$ cat config.mk
export PLATFORM = sky130hd
export DESIGN_NAME = mmio_fabric
export DESIGN_NICKNAME = d
export VERILOG_FILES = /design/src/rtl/mmio_fabric_pkg.sv /design/src/rtl/mmio_lane_align.sv /design/src/rtl/mmio_fabric.sv
export SDC_FILE = /design/constraint.sdc
export NUM_CORES = 1
export LEC_CHECK = 0
export CAP_MARGIN = 10
export CORE_ASPECT_RATIO = 1.75
export CORE_MARGIN = 4
export CORE_UTILIZATION = 33
export CTS_CLUSTER_SIZE = 14
export DETAILED_ROUTE_END_ITERATION = 10
export PLACE_DENSITY = 0.65
export SLEW_MARGIN = 20
export SYNTH_ARGS = -nofsm -noshare
export SYNTH_HDL_FRONTEND = slang
export SYNTH_HIERARCHICAL = 1
export SYNTH_SLANG_ARGS = --single-unit
$ cat constraint.sdc
create_clock -name clk -period 8.3 [get_ports clk]
set_input_delay 0.83 -clock clk [delete_from_list [all_inputs] [get_ports clk]]
set_output_delay 0.83 -clock clk [all_outputs]
set_load 0.02 [all_outputs]
$ cat src/rtl/mmio_fabric_pkg.sv
// Shared definitions for the MMIO fabric: access-size encodings, FSM state
// encodings, the default error read word and small decode helpers.
package mmio_fabric_pkg;

    // cpu_size[1:0] encodings
    localparam logic [1:0] SZ_BYTE = 2'b00;
    localparam logic [1:0] SZ_HALF = 2'b01;
    localparam logic [1:0] SZ_WORD = 2'b10;
    localparam logic [1:0] SZ_RSVD = 2'b11;

    // Fabric FSM states
    localparam logic [1:0] ST_IDLE   = 2'b00;
    localparam logic [1:0] ST_ACCESS = 2'b01;
    localparam logic [1:0] ST_RESP   = 2'b10;

    localparam logic [31:0] ERR_RDATA_DEFAULT = 32'hDEAD_BEEF;

    // Reserved size or a misaligned half/word access cannot be issued to a slave
    function automatic logic access_illegal(input logic [1:0] sz, input logic [1:0] alo);
        logic bad;
        case (sz)
            SZ_BYTE: bad = 1'b0;
            SZ_HALF: bad = alo[0];
            SZ_WORD: bad = (alo != 2'b00);
            default: bad = 1'b1;
        endcase
        return bad;
    endfunction

    // Error counter increments and sticks at its maximum
    function automatic logic [7:0] sat_inc8(input logic [7:0] v);
        logic [7:0] r;
        if (v == 8'hFF) begin
            r = v;
        end else begin
            r = v + 8'd1;
        end
        return r;
    endfunction

endpackage

$ cat src/rtl/mmio_lane_align.sv
// Byte-lane steering for the MMIO fabric (purely combinational).
//   size_i   [2:0]  u,b/h/w access size
//   addr_i   [1:0]  byte offset within the word
//   wdata_i  [31:0] right-aligned CPU write data
//   rword_i  [31:0] raw slave read word
//   wdata_o  [31:0] lane-replicated write data
//   be_o     [3:0]  byte enables
//   rdata_o  [31:0] shifted and sign/zero-extended read data
module mmio_lane_align
    import mmio_fabric_pkg::*;
(
    input  logic [2:0]  size_i,
    input  logic [1:0]  addr_i,
    input  logic [31:0] wdata_i,
    input  logic [31:0] rword_i,
    output logic [31:0] wdata_o,
    output logic [3:0]  be_o,
    output logic [31:0] rdata_o
);

    logic [31:0] shifted_s;

    // Write replication and byte-enable generation
    always_comb begin
        wdata_o = 32'h0;
        be_o    = 4'b0000;
        case (size_i[1:0])
            SZ_BYTE: begin
                wdata_o = {4{wdata_i[7:0]}};
                be_o    = 4'b0001 << addr_i;
            end
            SZ_HALF: begin
                wdata_o = {2{wdata_i[15:0]}};
                be_o    = addr_i[1] ? 4'b1100 : 4'b0011;
            end
            SZ_WORD: begin
                wdata_o = wdata_i;
                be_o    = 4'b1111;
            end
            default: begin
                wdata_o = 32'h0;
                be_o    = 4'b0000;
            end
        endcase
    end

    // Read alignment: bring the addressed lane to bit 0, then extend
    always_comb begin
        shifted_s = rword_i >> {addr_i, 3'b000};
        rdata_o   = 32'h0;
        case (size_i[1:0])
            SZ_BYTE: begin
                if (size_i[2]) begin
                    rdata_o = {24'h0, shifted_s[7:0]};
                end else begin
                    rdata_o = {{24{shifted_s[7]}}, shifted_s[7:0]};
                end
            end
            SZ_HALF: begin
                if (size_i[2]) begin
                    rdata_o = {16'h0, shifted_s[15:0]};
                end else begin
                    rdata_o = {{16{shifted_s[15]}}, shifted_s[15:0]};
                end
            end
            SZ_WORD: rdata_o = shifted_s;
            default: rdata_o = 32'h0;
        endcase
    end

endmodule

$ cat src/rtl/mmio_fabric.sv
// MMIO fabric between the CPU data port and NUM_SLAVES peripherals.
// Decodes a configurable region map, steers byte lanes, runs a req/ready
// handshake with each slave, times out stuck slaves and logs bus errors.
//   clk, reset_n                 clock, async active-low reset
//   cpu_req/we/addr/wdata/size   CPU request (held until cpu_ready)
//   cpu_ready/rdata/err          one-cycle response
//   s_req/we/addr/wdata/be       slave-side request (s_req one-hot)
//   s_rdata/s_ready              slave responses, slave k at [32k+:32] / [k]
//   err_addr/err_count           last errored address, saturating count
module mmio_fabric
    import mmio_fabric_pkg::*;
#(
    parameter int unsigned                NUM_SLAVES = 4,
    parameter logic [NUM_SLAVES*32-1:0]   SLAVE_BASE = {NUM_SLAVES{32'h0}},
    parameter logic [NUM_SLAVES*32-1:0]   SLAVE_MASK = {NUM_SLAVES{32'hFF}},
    parameter int unsigned                TIMEOUT    = 255,
    parameter logic [31:0]                ERR_RDATA  = ERR_RDATA_DEFAULT
) (
    input  logic                      clk,
    input  logic                      reset_n,
    input  logic                      cpu_req,
    input  logic                      cpu_we,
    input  logic [31:0]               cpu_addr,
    input  logic [31:0]               cpu_wdata,
    input  logic [2:0]                cpu_size,
    output logic                      cpu_ready,
    output logic [31:0]               cpu_rdata,
    output logic                      cpu_err,
    output logic [NUM_SLAVES-1:0]     s_req,
    output logic                      s_we,
    output logic [31:0]               s_addr,
    output logic [31:0]               s_wdata,
    output logic [3:0]                s_be,
    input  logic [NUM_SLAVES*32-1:0]  s_rdata,
    input  logic [NUM_SLAVES-1:0]     s_ready,
    output logic [31:0]               err_addr,
    output logic [7:0]                err_count
);

    logic [1:0]            state_q, state_d;
    logic [2:0]            tgt_q, tgt_d;
    logic                  we_q, we_d;
    logic [2:0]            size_q, size_d;
    logic [31:0]           addr_q, addr_d;
    logic [31:0]           cnt_q, cnt_d;
    logic [NUM_SLAVES-1:0] s_req_q, s_req_d;
    logic                  s_we_q, s_we_d;
    logic [31:0]           s_addr_q, s_addr_d;
    logic [31:0]           s_wdata_q, s_wdata_d;
    logic [3:0]            s_be_q, s_be_d;
    logic                  cpu_ready_q, cpu_ready_d;
    logic                  cpu_err_q, cpu_err_d;
    logic [31:0]           cpu_rdata_q, cpu_rdata_d;
    logic [31:0]           err_addr_q, err_addr_d;
    logic [7:0]            err_count_q, err_count_d;

    logic                  hit_s;
    logic [2:0]            hit_idx_s;
    logic [31:0]           hit_mask_s;
    logic [NUM_SLAVES-1:0] hit_onehot_s;
    logic [31:0]           sel_rdata_s;
    logic                  sel_ready_s;
    logic [2:0]            align_size_s;
    logic [1:0]            align_addr_s;
    logic [31:0]           align_wdata_s;
    logic [3:0]            align_be_s;
    logic [31:0]           align_rdata_s;
    logic [31:0]           cnt_inc_s;
    logic                  expire_s;

    // Region decode: first (lowest-index) matching region wins
    always_comb begin
        hit_s        = 1'b0;
        hit_idx_s    = 3'd0;
        hit_mask_s   = 32'h0;
        hit_onehot_s = '0;
        for (int k = 0; k < int'(NUM_SLAVES); k++) begin
            if (!hit_s && ((cpu_addr & ~SLAVE_MASK[32*k +: 32]) == SLAVE_BASE[32*k +: 32])) begin
                hit_s           = 1'b1;
                hit_idx_s       = 3'(k);
                hit_mask_s      = SLAVE_MASK[32*k +: 32];
                hit_onehot_s[k] = 1'b1;
            end else begin
                hit_s = hit_s;
            end
        end
    end

    // Pick the active slave's read word and ready; ready only counts while requested
    always_comb begin
        sel_rdata_s = 32'h0;
        sel_ready_s = 1'b0;
        for (int k = 0; k < int'(NUM_SLAVES); k++) begin
            if (tgt_q == 3'(k)) begin
                sel_rdata_s = s_rdata[32*k +: 32];
                sel_ready_s = s_ready[k] & s_req_q[k];
            end else begin
                sel_ready_s = sel_ready_s;
            end
        end
    end

    // One aligner serves both directions: live CPU fields while decoding,
    // the captured fields once the access is in flight.
    assign align_size_s = (state_q == ST_IDLE) ? cpu_size       : size_q;
    assign align_addr_s = (state_q == ST_IDLE) ? cpu_addr[1:0]  : addr_q[1:0];

    mmio_lane_align u_align (
        .size_i  (align_size_s),
        .addr_i  (align_addr_s),
        .wdata_i (cpu_wdata),
        .rword_i (sel_rdata_s),
        .wdata_o (align_wdata_s),
        .be_o    (align_be_s),
        .rdata_o (align_rdata_s)
    );

    // Expiry is judged on the incremented count so s_req stays up exactly TIMEOUT cycles
    assign cnt_inc_s = cnt_q + 32'd1;
    assign expire_s  = (TIMEOUT != 0) && (cnt_inc_s == 32'(TIMEOUT));

    // Transaction FSM and next-state for every register
    always_comb begin
        state_d     = state_q;
        tgt_d       = tgt_q;
        we_d        = we_q;
        size_d      = size_q;
        addr_d      = addr_q;
        cnt_d       = cnt_q;
        s_req_d     = s_req_q;
        s_we_d      = s_we_q;
        s_addr_d    = s_addr_q;
        s_wdata_d   = s_wdata_q;
        s_be_d      = s_be_q;
        cpu_ready_d = 1'b0;
        cpu_err_d   = 1'b0;
        cpu_rdata_d = cpu_rdata_q;
        err_addr_d  = err_addr_q;
        err_count_d = err_count_q;
        case (state_q)
            ST_IDLE: begin
                if (cpu_req) begin
                    tgt_d     = hit_idx_s;
                    we_d      = cpu_we;
                    size_d    = cpu_size;
                    addr_d    = cpu_addr;
                    cnt_d     = 32'd0;
                    s_we_d    = cpu_we;
                    s_addr_d  = cpu_addr & hit_mask_s;
                    s_wdata_d = align_wdata_s;
                    s_be_d    = align_be_s;
                    if (access_illegal(cpu_size[1:0], cpu_addr[1:0]) || !hit_s) begin
                        state_d     = ST_RESP;
                        s_req_d     = '0;
                        cpu_ready_d = 1'b1;
                        cpu_err_d   = 1'b1;
                        cpu_rdata_d = cpu_we ? 32'h0 : ERR_RDATA;
                        err_addr_d  = cpu_addr;
                        err_count_d = sat_inc8(err_count_q);
                    end else begin
                        state_d = ST_ACCESS;
                        s_req_d = hit_onehot_s;
                    end
                end else begin
                    state_d = ST_IDLE;
                end
            end
            ST_ACCESS: begin
                cnt_d = cnt_inc_s;
                if (sel_ready_s) begin
                    state_d     = ST_RESP;
                    s_req_d     = '0;
                    cpu_ready_d = 1'b1;
                    cpu_rdata_d = we_q ? 32'h0 : align_rdata_s;
                end else if (expire_s) begin
                    state_d     = ST_RESP;
                    s_req_d     = '0;
                    cpu_ready_d = 1'b1;
                    cpu_err_d   = 1'b1;
                    cpu_rdata_d = we_q ? 32'h0 : ERR_RDATA;
                    err_addr_d  = addr_q;
                    err_count_d = sat_inc8(err_count_q);
                end else begin
                    state_d = ST_ACCESS;
                end
            end
            ST_RESP: begin
                state_d = ST_IDLE;
                cnt_d   = 32'd0;
                s_req_d = '0;
            end
            default: begin
                state_d = ST_IDLE;
                cnt_d   = 32'd0;
                s_req_d = '0;
            end
        endcase
    end

    // State and output registers
    always_ff @(posedge clk or negedge reset_n) begin
        if (!reset_n) begin
            state_q     <= ST_IDLE;
            tgt_q       <= 3'd0;
            we_q        <= 1'b0;
            size_q      <= 3'd0;
            addr_q      <= 32'h0;
            cnt_q       <= 32'd0;
            s_req_q     <= '0;
            s_we_q      <= 1'b0;
            s_addr_q    <= 32'h0;
            s_wdata_q   <= 32'h0;
            s_be_q      <= 4'b0000;
            cpu_ready_q <= 1'b0;
            cpu_err_q   <= 1'b0;
            cpu_rdata_q <= 32'h0;
            err_addr_q  <= 32'h0;
            err_count_q <= 8'd0;
        end else begin
            state_q     <= state_d;
            tgt_q       <= tgt_d;
            we_q        <= we_d;
            size_q      <= size_d;
            addr_q      <= addr_d;
            cnt_q       <= cnt_d;
            s_req_q     <= s_req_d;
            s_we_q      <= s_we_d;
            s_addr_q    <= s_addr_d;
            s_wdata_q   <= s_wdata_d;
            s_be_q      <= s_be_d;
            cpu_ready_q <= cpu_ready_d;
            cpu_err_q   <= cpu_err_d;
            cpu_rdata_q <= cpu_rdata_d;
            err_addr_q  <= err_addr_d;
            err_count_q <= err_count_d;
        end
    end

    assign cpu_ready = cpu_ready_q;
    assign cpu_err   = cpu_err_q;
    assign cpu_rdata = cpu_rdata_q;
    assign s_req     = s_req_q;
    assign s_we      = s_we_q;
    assign s_addr    = s_addr_q;
    assign s_wdata   = s_wdata_q;
    assign s_be      = s_be_q;
    assign err_addr  = err_addr_q;
    assign err_count = err_count_q;

endmodule

## Word level (Yosys, flattened, before mapping)

Index checks and enable logic that the tools add are counted.

| operators by class | value |
|---|---|
| shifts and indexed selects | 2 |
| reductions and logical operators | 19 |
| equality and inequality tests | 15 |
| add/sub/neg operators | 2 |
| mux-type cells | 71 |
| bitwise operators | 5 |

Operators with widths:

| operator | number |
|---|---|
| $mux W32 | 19 |
| $pmux W32 S2 | 3 |
| $pmux W32 S3 | 2 |
| $mux W8 | 8 |
| $add A32 B1 Y32 const B | 1 |
| $and A32 B32 Y32 | 1 |
| $eq A32 B8 Y1 const B | 1 |
| $logic_not A32 Y1 | 1 |
| $shr A32 B5 Y32 | 1 |
| $mux W4 | 5 |
| $mux W1 | 19 |
| $pmux W8 S2 | 1 |
| $mux W2 | 6 |
| $pmux W4 S3 | 1 |
| $add A8 B1 Y8 const B | 1 |
| $eq A8 B8 Y1 const B | 1 |
| $pmux W4 S2 | 1 |
| $eq A2 B1 Y1 const B | 3 |
| $eq A3 B2 Y1 const B | 2 |
| $logic_not A2 Y1 | 3 |
| $mux W3 | 2 |
| $ne A2 B2 Y1 const B | 3 |
| $reduce_and A5 Y1 | 1 |
| $and A1 B1 Y1 | 4 |
| other kinds (15) | 24 |

| word-level totals | value |
|---|---|
| input bits | 203 |
| word-level logic and storage cells | 129 |
| flip-flop bits (word level) | 219 |
| output and inout bits | 147 |

## Logic depth before layout (Yosys ltp)

Gate-level depths: netlist of the first run.

| logic depth | value |
|---|---|
| depth after elaboration | 16 |
| mapped depth | 13 |
| gate-level depth less buffers | 11 |

## By module

The synthesis of the first run kept the hierarchy.

Modules (own cells, without submodules):

| module | instances | area each (µm²) | sequential area each (µm²) | cells an instance |
|---|---|---|---|---|
| mmio_fabric | 1 | 9,160.0 | 4,729.5 | 1,011 |
| mmio_lane_align | 1 | 1,246.2 | 0.0 | 167 |

## Worst setup path after synthesis of the first run

No wires, ideal clock.

| timing path | value |
|---|---|
| path type | register to register |
| start point | reg cnt_q[0] |
| end point | reg cpu_rdata_q[30] (netlist: cpu_rdata[30]) |
| library setup time | 0.127 ns |
| data arrival time | 3.101 ns |
| data required time | 8.173 ns |
| slack | 5.072 ns |
| stages on the path, launching flop included | 13 |
| buffers on the path | 1 |
| clock period less this slack | 3.228 ns |
| cell sequence | dfrtp_1 ha_1 nand3_1 nor2_4 and2_1 clkbuf_1 xnor2_1 a2111o_1 or4_4 a21oi_4 nor2_4 clkinv_8 mux2_1 |

| between the ends | value |
|---|---|
| word-level cells in the longest chain between the ends | 4 |

Ends and longest elaborated chain:

| what | line | source |
|---|---|---|
| start, declared | mmio_fabric.sv:45 | `logic [31:0] cnt_q, cnt_d;` |
| start signal, assigned | mmio_fabric.sv:225 | `cnt_q <= cnt_d;` |
| $add A32 B1 Y32 | mmio_fabric.sv:119 | `assign cnt_inc_s = cnt_q + 32'd1;` |
| $eq A32 B8 Y1 | mmio_fabric.sv:120 | `assign expire_s = (TIMEOUT != 0) && (cnt_inc_s == 32'(TIMEOUT));` |
| $ne A3 B3 Y1 (no line) | n/a |  |
| $reduce_and A4 Y1 (no line) | n/a |  |
| end signal, assigned | mmio_fabric.sv:233 | `cpu_rdata_q <= cpu_rdata_d;` |
| end, declared | mmio_fabric.sv:53 | `logic [31:0] cpu_rdata_q, cpu_rdata_d;` |

No other way between the ends.
A chain may end at the register's enable or synchronous reset.

## Worst setup path in the final report of the first run

| timing path | value |
|---|---|
| start point | reg cnt_q[0] |
| end point | reg err_addr_q[17] (netlist: err_addr[17]) |

| between the ends | value |
|---|---|
| word-level cells in the longest chain between the ends | 4 |

Ends and longest elaborated chain:

| what | line | source |
|---|---|---|
| $add A32 B1 Y32 | mmio_fabric.sv:119 |  |
| $eq A32 B8 Y1 | mmio_fabric.sv:120 |  |
| $ne A2 B2 Y1 (no line) | n/a |  |
| $reduce_and A5 Y1 (no line) | n/a |  |
| end signal, assigned | mmio_fabric.sv:234 | `err_addr_q <= err_addr_d;` |
| end, declared | mmio_fabric.sv:54 | `logic [31:0] err_addr_q, err_addr_d;` |

No other way between the ends.

==> metrics, run 1 <==
Clk pwr share=32.8%; Post-Syn Area=10400 um2; Starting DRT DRC Count=445; number of fill cells=2988; post-synthesis sequential area ratio=45.4%; P_sw=0.863 mW; Hold/Removal Path Class=register to register; Max Clock Skew=0.0154 ns; Leak=5.72 nW; Initial Util=33.6%; met3 usage=4.75%; core area=30900 um2; most common cell in the netlist=nand2_1; vias post-DR=9144; Yosys top cell area share=45.4%; asr flop ratio synth=100%; # IOs=350; total track usage=18.6%; area taken by flip-flops and latches=4730 um2; CTS tree=yes; largest net degree at the start of global routing=119; cts hold-fix bufs=0; DIE WIDTH=142 um; Post-synth EDFFs=0; Root Driver=clkbuf_16; Slew @ Worst Pin=1.03 ns; Reg-to-Reg End=err_addr[17]; Worst EP required=8.67 ns; grt ovf=0; die area=34600 um2; Worst Setup SP=cnt_q[0]; setup bufs post-CTS=0; CP Class=register to register; placed insts=1715; synthesized area per cell=8.83 um2; IO buf count=223; Mapped Cells=1178; placed instance area=12600 um2; CP endpoint kind=register; Via density=5.23; switching portion of total power=32.6%; P&R area growth vs syn=27.7%; area leader, netlist=dfrtp_1; met2 Use GR=32.8%; Comb power frac=25.5%; Fmax=229 MHz; drt pass-1 iters=5; Final min period=4.36 ns; CTS Sinks=189; Seq cells post-synth=189; max-slew violations=0; Die Height=243 um; Clock Path Buffers=2; global-route wire length before repair=51.2 mm; area of the multi-input gates=5080 um2; Synth top cells by count=nand2_1 (357), dfrtp_1 (189), o21ai_0 (85), nor2_1 (61), clkbuf_1 (44); worst setup path endpoint=err_addr[17]; critical path data arrival time=4.73 ns; RSZ-0062 raised after global routing=no; worst reg2reg path depth=10; Final Hold Violating Endpoints=0; wire per inst=18.3 um; htree depth=4; ys flop type=dfrtp_1; slew margin rel.=30.5%; drt drc=0; CTS Buf Count=17; outcome=completed; Startpoint Class=register; P_int=1.78 mW; CTS clk-pin slew, worst paths=0.07 ns; final wirelength=32.0 mm; Finished Layout Cells=1749; antenna violations before repair=1; Max Cap Viol=0; final setup fails=0; TNS Setup=0 ns; Finished Cell Area=13300 um2; Syn. warnings=6; share of post-route cells with drive strength above 1=7.82%; row cnt=85; Worst VDD drop=0.000137 V; RR Startpoint=cnt_q[0]; Post-CTS Resized=0; r2r setup slk=3.94 ns; vias in the first global route=9153; register share of total power=41.7%; Skew-Pair Late Insertion Delay=0.46 ns; GRT met1 Usage=21.1%; GP Congestion=0.890; Post-DP HPWL=22.8 mm; post-route ant nets=0; Synth area leaders=dfrtp_1 (45%), nand2_1 (13%), o21ai_0 (4.1%), a2bb2oi_2 (2.9%), a31oi_1 (2.5%); Nets=1549; pwr dens=199 nW/um2; library cells used by synthesis=77; Max FO, Critical Path=49; most used routing layer in global routing=met2; Final period util=52.5%
[power by group through the flow]
stage | clock network (mW) | registers, mW | logic [mW]
after floorplan | 0 | 1.21 | 0.283
after global placement | 0 | 1.12 | 0.674
after detailed placement | 0 | 1.12 | 0.680
after CTS | 0.892 | 1.10 | 0.682
after global routing | 0.933 | 1.12 | 0.732
final | 0.869 | 1.10 | 0.673
[area by class of cell]
type,instances,area share (%)
flip-flops and latches,189,35.6
well taps,391,3.68
repair buffers,231,17.3
clock inverters,14,1.46
diodes,2,0.0377
clock buffers,18,3.31
multi-input cells,892,38.2
inverters,12,0.433
[sequential cells by signal, summed over array words and instances (netlist names)]
signal	cells
addr_q	32
cpu_rdata	32
err_addr	32
err_count	8
s_req	1
s_wdata	32
size_q	3
cpu_ready	1
s_be	4
state_q	2
cpu_err	1
cnt_q	32
s_addr	8
s_we	1
[worst min path at each step]
stage | start | to | slack (ns) | cells past startpoint
final | size_q[1] | size_q[1] | 0.48 | 2
after global placement | size_q[0] | size_q[0] | 0.45 | 2
after floorplan | size_q[0] | size_q[0] | 0.44 | 2
after CTS | addr_q[6] | addr_q[6] | 0.48 | 2
after global routing | addr_q[22] | addr_q[22] | 0.49 | 2
after detailed placement | s_wdata[22] | s_wdata[22] | 0.46 | 2
[worst max-delay path: stages, from the launching register on]
cell and delay [ns]:
dfrtp_1 0.49, nand4_1 0.36, nor4_1 0.68, xor2_1 0.15, a2111oi_0 0.57, o2111ai_1 0.26, or4_4 0.54, o21bai_4 0.43
buf_4 0.51, nor2_1 0.09, a31oi_1 0.15
[placed cells by master (no fill, tap or decap), types with 3 or more instances in the layout]
cell and instances:
mux2i_1 17, ha_1 3, nor2_4 4, o41ai_1 4, o31ai_1 11, mux2_2 13, a21o_1 18, conb_1 27
nand3_1 15, nand2_1 356, dfrtp_1 189, inv_6 5, xnor2_1 14, nor3_1 11, or4_1 3, a22o_1 18
o21ai_0 85, nand4_1 24, or3_1 4, nand2b_1 4, nor2_1 59, clkbuf_16 17, a2bb2oi_1 4, and4_1 3
and2_1 12, and3_1 7, clkinv_8 7, a2bb2oi_2 20, a221o_1 7, nor2b_1 10, a21oi_1 18, a211oi_1 14
nor4_1 13, xor2_1 6, buf_4 8, inv_1 10, clkdlybuf4s50_1 222, a31oi_1 41
[through the flow]
stage	hold WS [ns]	setup slack [ns]	power [mW]	util, %
floorplan	0.442	5.07	1.49	-
detailed placement	0.461	3.60	1.80	40.9
finish	0.478	3.94	2.64	42.9
global placement	0.455	3.68	1.79	40.8
CTS	0.480	3.98	2.68	42.9
global route	0.494	3.66	2.78	42.9
[routing by layer]
metal | routed length (um) | vias up
li1 | - | 4373
met5 | 0 | -
met2 | 16800 | 299
met3 | 2020 | 61
met1 | 12000 | 4411
met4 | 1170 | 0
[logic make-up (layout without fill, tap and decap cells)]
logic type,count (synthesis),after routing,share of synthesized area [%]
flops,189,189,45.4
other cells,1,29,0.0360
xor+xnor,20,20,1.68
simple gates,547,547,23.4
mux,34,34,3.66
compound gates,261,261,18.5
fa+ha+maj,3,3,0.361
buf+inv,123,275,6.93
(Power assumes the default switching activity.)
==> run 2, diff against run 1 <==
--- a/config.mk
+++ b/config.mk
@@ -11,7 +11,7 @@
 export CORE_UTILIZATION = 33
 export CTS_CLUSTER_SIZE = 14
 export DETAILED_ROUTE_END_ITERATION = 10
-export PLACE_DENSITY = 0.65
+export PLACE_DENSITY = 0.67
 export SLEW_MARGIN = 20
 export SYNTH_ARGS = -nofsm -noshare
 export SYNTH_HDL_FRONTEND = slang
==> constraint.sdc (replaced) <==
create_clock -name clk -period 3.5 [get_ports clk]
set_input_delay 0.35 -clock clk [delete_from_list [all_inputs] [get_ports clk]]
set_output_delay 0.35 -clock clk [all_outputs]
set_load 0.02 [all_outputs]
==> metrics, run 2 (same netlist as run 1, synthesis figures left out) <==
global-route wire length before repair=52.5 mm (+2.6%); max-slew violations=0 (unchanged); outcome=completed; final setup fails=0 (unchanged); Starting DRT DRC Count=307 (-31%); Max Cap Viol=0 (unchanged); final wirelength=32.9 mm (+2.8%); Clock Path Buffers=2 (unchanged); drt pass-1 iters=5 (unchanged); most frequent cells in the layout=nand2_1 (356), clkdlybuf4s50_1 (222), dfrtp_1 (187); CP endpoint kind=register; crit path setup slack, layout=0.114 ns (-3.82 ns); vias post-DR=9411 (+2.9%); P&R area growth vs syn=33.2%; post-route total power=6.19 mW (+130%); placed instance area=13200 um2 (+4.3%); # IOs=350 (unchanged); CTS clk-pin slew, worst paths=0.08 ns (about the same); row cnt=85 (unchanged); critical path data arrival time=3.76 ns (-0.97 ns); DIE WIDTH=142 um (unchanged); Worst EP required=3.87 ns (-4.80 ns); CTS Sinks=189 (unchanged); total track usage=19.1% (+0.42 points); Leak=6.07 nW (+6.1%); Worst VDD drop=0.000353 V (+160%); vias in the first global route=9598 (+4.9%); Root Driver=clkbuf_16; share of post-route cells with drive strength above 1=12.5% (+4.7 points); critical path's slowest cell=or4_4; largest net degree at the start of global routing=119 (unchanged); Post-DP HPWL=24.1 mm (+5.4%); post-route ant nets=0 (unchanged); Via density=5.18 (-0.88%); CP Cell Sequence=nand4_1 -> or2_1 -> or3_1 -> a21o_1 -> a2111o_1 -> or4_4 -> o21bai_4 -> buf_12 -> clkbuf_16 -> nor2_1 -> a31oi_1; Slew @ Worst Pin=0.999 ns (-0.0352 ns); GP Congestion=0.884 (-0.67%); Final min period=3.39 ns (-0.975 ns); Final Hold Violating Endpoints=0 (unchanged); htree depth=4 (unchanged); Worst path max stage delay=0.60 ns (-0.08 ns); Hold WS=0.0170 ns (-0.461 ns); Max FO, Critical Path=24 (-51%); placed insts=1777 (+3.6%); Startpoint Class=register; CTS tree=yes; Nets=1617 (+4.4%); Max Clock Skew=0.0132 ns (-0.00214 ns); Hold/Removal Path Class=input port to async pin; CP Class=register to register; Final period util=96.7% (+44 points); Die Height=243 um (unchanged); wire per inst=18.1 um (-0.97%); drt drc=0 (unchanged); CTS Buf Count=17 (unchanged); core area=30900 um2 (unchanged); slew margin rel.=33.4% (+2.9 points); WP buf/inv=2 (+1); Crit path max-delay family=simple AND/OR/NAND/NOR gates; grt ovf=0 (unchanged); Finished Cell Area=13900 um2 (+4.3%); pwr dens=446 nW/um2 (+120%); number of fill cells=2991 (+0.10%); commonest non-fill, non-tap cell in the layout=nand2_1; Initial Util=33.6% (unchanged); die area=34600 um2 (unchanged); Skew-Pair Late Insertion Delay=0.45 ns (about the same); IO buf count=223 (unchanged); Finished Layout Cells=1816 (+3.8%); Fmax=295 MHz (+29%); antenna violations before repair=1 (unchanged); Placement Setup Slack=0.0432 ns (-3.56 ns)
==> run 2: timing repair <==
action                                  in CTS  in global routing
resized for setup                            0                  7
hold buffers                                 0                  0
endpoints found under the setup margin       0                 72
setup buffers                                0                  5
==> run 2: final timing paths <==
path | startpoint | endpoint | slack, ns | depth (start not counted)
setup / recovery | cnt_q[8] | err_addr[29] | 0.11 | 11
hold / removal | reset_n | s_wdata[22] | 0.02 | 1
setup reg to reg | cnt_q[8] | err_addr[29] | 0.11 | 11
hold reg to reg | addr_q[19] | addr_q[19] | 0.48 | 2
max in group asynchronous | reset_n | cnt_q[9] | 2.60 | 2
min in group clk | addr_q[19] | addr_q[19] | 0.48 | 2
==> run 2: layout make-up <==
cell class                      instances  area [um2]  area share (%)
Timing Repair Buffer                  299        2920            21.0
Sequential cell                       189        4730            34.1
Tap cell                              391         489            3.53
Inverter                               12        57.6           0.415
Multi-Input combinational cell        892        5090            36.7
Antenna cell                            1        2.50          0.0181
Clock buffer                           20         457            3.30
Clock inverter                         12         114           0.822
==> run 2: power by group <==
part	switching [mW]	internal [mW]	leakage (nW)	total, mW
registers	0.186	2.43	2.35	2.62
logic	0.870	0.770	3.44	1.64
clock network	0.947	0.983	0.281	1.93
total	2.00	4.18	6.07	6.19
==> run 2: routing by layer <==
metal  up-vias  global-route usage (%)  share of wire, %
li1       4510                       -                 -
met1      4556                    21.3                38
met2       280                    33.2                52
met3        65                    4.86               5.4
met4         0                    9.15               4.5
met5         -                       0                 0
==> run 2: worst register-to-register path, delay by kind of cell (launching register included) <==
kind                   cells  cell delay (ns)
AOI/OAI and AO/OA          4             0.92
DFF                        1             0.44
buffers and inverters      2             0.34
and+or+nand+nor            5             1.62
==> run 2: through the flow <==
step	setup TNS, ns	utilization [%]
after detailed placement	0	42.6
after global placement	0	42.6
final	0	44.8
after global routing	-0.0280	44.8
after CTS	0	44.4
after floorplan	0	-
